[src/rtl/fixed_pkg.sv]
// Shared definitions for the 8.8 fixed-point arithmetic blocks.
package fixed_pkg;

    localparam int unsigned FIX_W    = 16;
    localparam int unsigned FIX_FRAC = 8;
    localparam int unsigned QUOT_W   = 24;

    typedef logic [FIX_W-1:0] fixed_t;

    typedef enum logic [1:0] {
        IDLE = 2'd0,
        RUN  = 2'd1,
        DONE = 2'd2
    } fdiv_state_t;

    localparam fixed_t DIV_ZERO_RESULT = 16'hFFFF;

endpackage

[src/rtl/fixed_div_step.sv]
// One restoring-division iteration: shift in a dividend bit, compare, conditionally subtract.
module fixed_div_step
    import fixed_pkg::*;
(
    input  logic [QUOT_W:0]  rem_i,
    input  logic             dvd_bit_i,
    input  logic [FIX_W-1:0] divisor_i,
    output logic [QUOT_W:0]  rem_o,
    output logic             q_bit_o
);

    logic [QUOT_W:0] trial;
    logic [QUOT_W:0] divisor_ext;

    always_comb begin
        trial       = {rem_i[QUOT_W-1:0], dvd_bit_i};
        divisor_ext = {{(QUOT_W + 1 - FIX_W){1'b0}}, divisor_i};
        // A set bit shifted out of the remainder always exceeds any 16-bit divisor.
        q_bit_o     = rem_i[QUOT_W] | (trial >= divisor_ext);
        rem_o       = q_bit_o ? (trial - divisor_ext) : trial;
    end

endmodule

[src/rtl/fixed_divider.sv]
// Sequential unsigned 8.8 restoring divider, one quotient bit per clock.
// Define FIXED_DIV_ROUND_EN for round-half-up (one guard iteration, one extra cycle).
module fixed_divider
    import fixed_pkg::*;
(
    input  logic   clk,
    input  logic   rst,
    input  logic   start,
    input  fixed_t num1,
    input  fixed_t num2,
    output logic   busy,
    output logic   done,
    output fixed_t result,
    output logic   overflow,
    output logic   div_by_zero
);

`ifdef FIXED_DIV_ROUND_EN
    localparam int unsigned NumIter = QUOT_W + 1;
    localparam int unsigned PadW    = FIX_FRAC + 1;
`else
    localparam int unsigned NumIter = QUOT_W;
    localparam int unsigned PadW    = FIX_FRAC;
`endif
    localparam int unsigned CntW = $clog2(NumIter);

    fdiv_state_t          state_q, state_d;
    logic [NumIter-1:0]   dvd_q, dvd_d;
    logic [NumIter-2:0]   quot_q, quot_d;
    logic [QUOT_W:0]      rem_q, rem_d;
    logic [CntW-1:0]      cnt_q, cnt_d;
    fixed_t               divisor_q, divisor_d;
    logic                 busy_q, busy_d;
    logic                 done_q, done_d;
    fixed_t               result_q, result_d;
    logic                 overflow_q, overflow_d;
    logic                 dbz_q, dbz_d;

    logic [QUOT_W:0]      step_rem;
    logic                 step_q_bit;
    logic [NumIter-1:0]   q_fin;
    fixed_t               fin_result;
    logic                 fin_overflow;

    fixed_div_step u_step (
        .rem_i     (rem_q),
        .dvd_bit_i (dvd_q[NumIter-1]),
        .divisor_i (divisor_q),
        .rem_o     (step_rem),
        .q_bit_o   (step_q_bit)
    );

`ifdef FIXED_DIV_ROUND_EN
    logic [NumIter-1:0] q_rnd;

    always_comb begin
        q_fin        = {quot_q, step_q_bit};
        q_rnd        = {1'b0, q_fin[NumIter-1:1]} + NumIter'(q_fin[0]);
        fin_result   = q_rnd[FIX_W-1:0];
        // Bit 24 is the carry out of the rounding add.
        fin_overflow = |q_rnd[NumIter-1:FIX_W];
    end
`else
    always_comb begin
        q_fin        = {quot_q, step_q_bit};
        fin_result   = q_fin[FIX_W-1:0];
        fin_overflow = |q_fin[QUOT_W-1:FIX_W];
    end
`endif

    always_comb begin
        state_d    = state_q;
        dvd_d      = dvd_q;
        quot_d     = quot_q;
        rem_d      = rem_q;
        cnt_d      = cnt_q;
        divisor_d  = divisor_q;
        busy_d     = busy_q;
        done_d     = 1'b0;
        result_d   = result_q;
        overflow_d = overflow_q;
        dbz_d      = dbz_q;

        unique case (state_q)
            IDLE: begin
                if (start) begin
                    divisor_d = num2;
                    busy_d    = 1'b1;
                    if (num2 != '0) begin
                        dvd_d   = {num1, {PadW{1'b0}}};
                        quot_d  = '0;
                        rem_d   = '0;
                        cnt_d   = '0;
                        state_d = RUN;
                    end else begin
                        state_d    = DONE;
                        done_d     = 1'b1;
                        result_d   = DIV_ZERO_RESULT;
                        overflow_d = 1'b1;
                        dbz_d      = 1'b1;
                    end
                end
            end
            RUN: begin
                dvd_d  = dvd_q << 1;
                rem_d  = step_rem;
                quot_d = {quot_q[NumIter-3:0], step_q_bit};
                cnt_d  = cnt_q + CntW'(1);
                if (cnt_q == CntW'(NumIter - 1)) begin
                    state_d    = DONE;
                    done_d     = 1'b1;
                    result_d   = fin_result;
                    overflow_d = fin_overflow;
                    dbz_d      = 1'b0;
                end
            end
            DONE: begin
                state_d = IDLE;
                busy_d  = 1'b0;
            end
            default: begin
                state_d = IDLE;
                busy_d  = 1'b0;
            end
        endcase
    end

    always_ff @(posedge clk) begin
        if (rst) begin
            state_q    <= IDLE;
            dvd_q      <= '0;
            quot_q     <= '0;
            rem_q      <= '0;
            cnt_q      <= '0;
            divisor_q  <= '0;
            busy_q     <= 1'b0;
            done_q     <= 1'b0;
            result_q   <= '0;
            overflow_q <= 1'b0;
            dbz_q      <= 1'b0;
        end else begin
            state_q    <= state_d;
            dvd_q      <= dvd_d;
            quot_q     <= quot_d;
            rem_q      <= rem_d;
            cnt_q      <= cnt_d;
            divisor_q  <= divisor_d;
            busy_q     <= busy_d;
            done_q     <= done_d;
            result_q   <= result_d;
            overflow_q <= overflow_d;
            dbz_q      <= dbz_d;
        end
    end

    assign busy        = busy_q;
    assign done        = done_q;
    assign result      = result_q;
    assign overflow    = overflow_q;
    assign div_by_zero = dbz_q;

endmodule

[config.mk]
export PLATFORM = sky130hd
export DESIGN_NAME = fixed_divider
export DESIGN_NICKNAME = d
export VERILOG_FILES = /design/src/rtl/fixed_pkg.sv /design/src/rtl/fixed_div_step.sv /design/src/rtl/fixed_divider.sv
export SDC_FILE = /design/constraint.sdc
export NUM_CORES = 1
export LEC_CHECK = 0
export CAP_MARGIN = 20
export CORE_MARGIN = 5
export CORE_UTILIZATION = 39
export CTS_CLUSTER_SIZE = 8
export DETAILED_ROUTE_END_ITERATION = 8
export SLEW_MARGIN = 10
export SYNTH_ARGS = -nofsm -noshare
export SYNTH_HDL_FRONTEND = slang
export SYNTH_SLANG_ARGS = --single-unit
[constraint.sdc]
create_clock -name clk -period 2.7 [get_ports clk]
set_input_delay 0.54 -clock clk [delete_from_list [all_inputs] [get_ports clk]]
set_output_delay 0.54 -clock clk [all_outputs]
set_load 0.05 [all_outputs]
==> impl_metrics.ini <==
[worst_setup_path]
cp.arrival_ns = 2.80
critical_path_required_ns = 2.96
r2r-start = rem_q[18]
critPathSlowestCell = or4_4
cpMostUsedCell = nor4_4
critPathTopFamily = simple AND/OR/NAND/NOR gates
crit_buf_inv = 1
start_kind = register
crit_path_max_fanout = 7
path_class = register to register
critical_path.endpoint_type = register
max_stage_delay_ns = 0.59
worstPathCellList = or4_4, nor4_4, o21ai_2, nor4_4, and2_2, buf_4, nand2_1, a311oi_1
startpoint = rem_q[18]

[cts]
hold_buffers = 0
htreeDepth = 3
tritoncts = built
cts_buffers = 9
clk_latency_ns = 0.36
clk_pin_slew_worst_paths_ns = 0.08
cts_max_path_buffers = 2
cts_root_buf = clkbuf_16
clock_sinks = 107

[timing]
max-slew-margin-rel = 0.315
fin_crit_sh = 0.941
fmax_mhz = 394
hold_slack_ns = 0.458
drv_slew = 0
rsz0062_at_grt = false
tns_ns = 0
worstMarginPinSlew_ns = 1.02
fin_skew_ns = 0.0118
min_period_ns = 2.54
hold_violations = 0
setup_violations = 0

[drt]
drt-initial-drc-count = 266
wire_per_inst_um = 14.1
totalWireLength_mm = 12.8
viasPerCell = 5.19
num_vias = 4716
first_pass_iters = 4
postRouteAntennaNets = 0
route.detailed.drc = 0

[pwr]
comb_power_share = 0.539
p_int_w = 0.00427
leakage_nw = 2.50
p_sw_w = 0.00274
switching_share = 0.391
seqPwrFrac = 0.275
clock_power_share = 0.187
ir_worst_vdd_mv = 0.514
power_density_nw_per_um2 = 1070

[synth]
seq_area_frac_synth = 0.409
yosys_register_bits = 107
synth_flop_cell = dfxtp_1
avgSynthCellArea_um2 = 7.96
syn_area_um2 = 5230
synth.distinct_cells = 56
synth_fp_nets = 710
synthCells = 657
ys_async_sr_fraction = 0
synth-edff-count = 0
yosysWarnings = 0

[layout]
area_delta_synth_final_pct = 25.7
fin_area_um2 = 6570
fin_cells = 908
num-nets-final = 780
drive_gt1_frac = 0.134
n_fill_cell = 1255
antenna_cells = 0

[hold_path]
worst_hold_path_type = register to register
worstHoldStart = divisor_q[7]

[run]
maxCapViolations = 0

[global_routing]
grt_first_pass_wirelength_mm = 21.5
grt_pass1_vias = 4589
track_usage = 0.164
grt_max_degree = 55
grt.overflow.total = 0
antenna_found_initial = 0

[die]
io_pins = 55
die_x_um = 126
die-area_um2 = 15800
placementRows = 42
die_h_um = 126
core_area_um2 = 13200
start_util = 0.397

[placed_design]
gp_congestion = 0.907
place.port_buffers = 54
dp_hpwl_mm = 9.25
dpl_cell_area_um2 = 6220
post-place-cells = 891

[run_status]
status = finished, final reports clean
-- through the flow --
stage / util / setup slack, ns / total power (W)
final: 0.498 / 0.159 / 0.00702
after global routing: 0.498 / 0.000212 / 0.00753
after detailed placement: 0.472 / -0.0623 / 0.00558
after CTS: 0.494 / 0.0314 / 0.00694
after floorplan: - / 0.196 / 0.00442
after global placement: 0.472 / -0.0540 / 0.00555
-- cell usage in the layout (no fill, tap or decap), types with 7 or more instances in the layout --
cell type          n
a211oi_1          21
a21o_1             8
a21oi_1           56
a311oi_1          17
buf_4             47
clkbuf_16          9
clkdlybuf4s50_1   53
dfxtp_1          107
ha_1              17
inv_1             21
nand2_1          120
nand3_1           33
nand4_1            7
nor2_1            75
nor2b_1            8
o21ai_0           20
xnor2_1           13
-- metal layers --
metal	GRT usage	routed length [µm]	vias up
li1	-	-	2444
met5	0	0	-
met4	0.0618	232	0
met3	0.0334	491	19
met1	0.220	6320	2171
met2	0.260	5790	82
-- cell usage after synthesis (3+ instances only) --
cell / instances / area, µm²
nor2_1: 75 / 282
buf_1: 3 / 11.3
a22o_1: 5 / 43.8
a311oi_2: 5 / 75.1
a311oi_1: 17 / 149
dfxtp_1: 107 / 2140
or3_1: 4 / 25.0
a211o_1: 3 / 26.3
o21a_1: 3 / 22.5
xnor2_1: 13 / 114
a21o_1: 8 / 60.1
ha_1: 17 / 213
inv_1: 21 / 78.8
a21oi_1: 58 / 290
nor4_1: 6 / 37.5
nand2b_1: 7 / 43.8
clkbuf_1: 35 / 131
buf_2: 5 / 25.0
o21ai_0: 21 / 105
a2111oi_0: 3 / 26.3
nand4_1: 7 / 43.8
a32oi_1: 3 / 26.3
nor2b_1: 9 / 56.3
nor3_1: 4 / 20.0
nand3_1: 33 / 165
xor2_1: 6 / 52.6
nand2_1: 121 / 454
a211oi_1: 22 / 165
-- flip-flops by register name (all words and copies together) (netlist names) --
register,count
busy,1
result,16
divisor_q,16
dvd_q,16
done,1
overflow,1
cnt_q,5
rem_q,25
state_q,2
div_by_zero,1
quot_q,23
-- layout make-up --
type                            instances  area, µm²  area share
Inverter                               21       78.8      0.0120
Clock inverter                          7       66.3      0.0101
Tap cell                              176        220      0.0335
Clock buffer                            9        225      0.0343
Sequential cell                       107       2140       0.326
Multi-Input combinational cell        483       2870       0.437
Timing Repair Buffer                  105        968       0.147
-- power groups by stage --
stage	registers, W	clock network, W	logic [W]
floorplan	0.00192	0	0.00250
global placement	0.00195	0	0.00360
detailed placement	0.00196	0	0.00363
CTS	0.00192	0.00136	0.00366
global route	0.00195	0.00142	0.00417
finish	0.00193	0.00131	0.00378
-- worst register-to-register path, delay by kind of cell (launching register included) --
family          cells  cell delay [ns]
buf+inv             1             0.17
compound gates      2             0.40
flops               1             0.37
simple gates        5             1.50
-- worst paths after layout --
check	slack [ns]	cells after the start	end
worst max-delay path	0.16	8	rem_q[2]
worst min-delay path	0.46	2	divisor_q[7]
worst max register to register	0.16	8	rem_q[2]
worst min register to register	0.46	2	divisor_q[7]
-- timing repair --
| item | in CTS | in global routing |
|---|---|---|
| buffers inserted | 0 | 1 |
| pin swaps | 0 | 1 |
| endpoints found under the hold margin | 0 | 0 |
| gates cloned | 0 | 0 |
| endpoints found under the setup margin | 1 | 22 |
| resized for setup | 1 | 14 |
-- kinds of logic after synthesis --
| group | synth area share |
|---|---|
| and+or+nand+nor | 0.243 |
| DFF | 0.409 |
| adders and majority gates | 0.0445 |
| AOI/OAI and AO/OA | 0.212 |
| buffers and inverters | 0.0529 |
| muxes | 0.00717 |
| xor gates and xnor gates | 0.0318 |
Power figures use the tool's default switching activity.
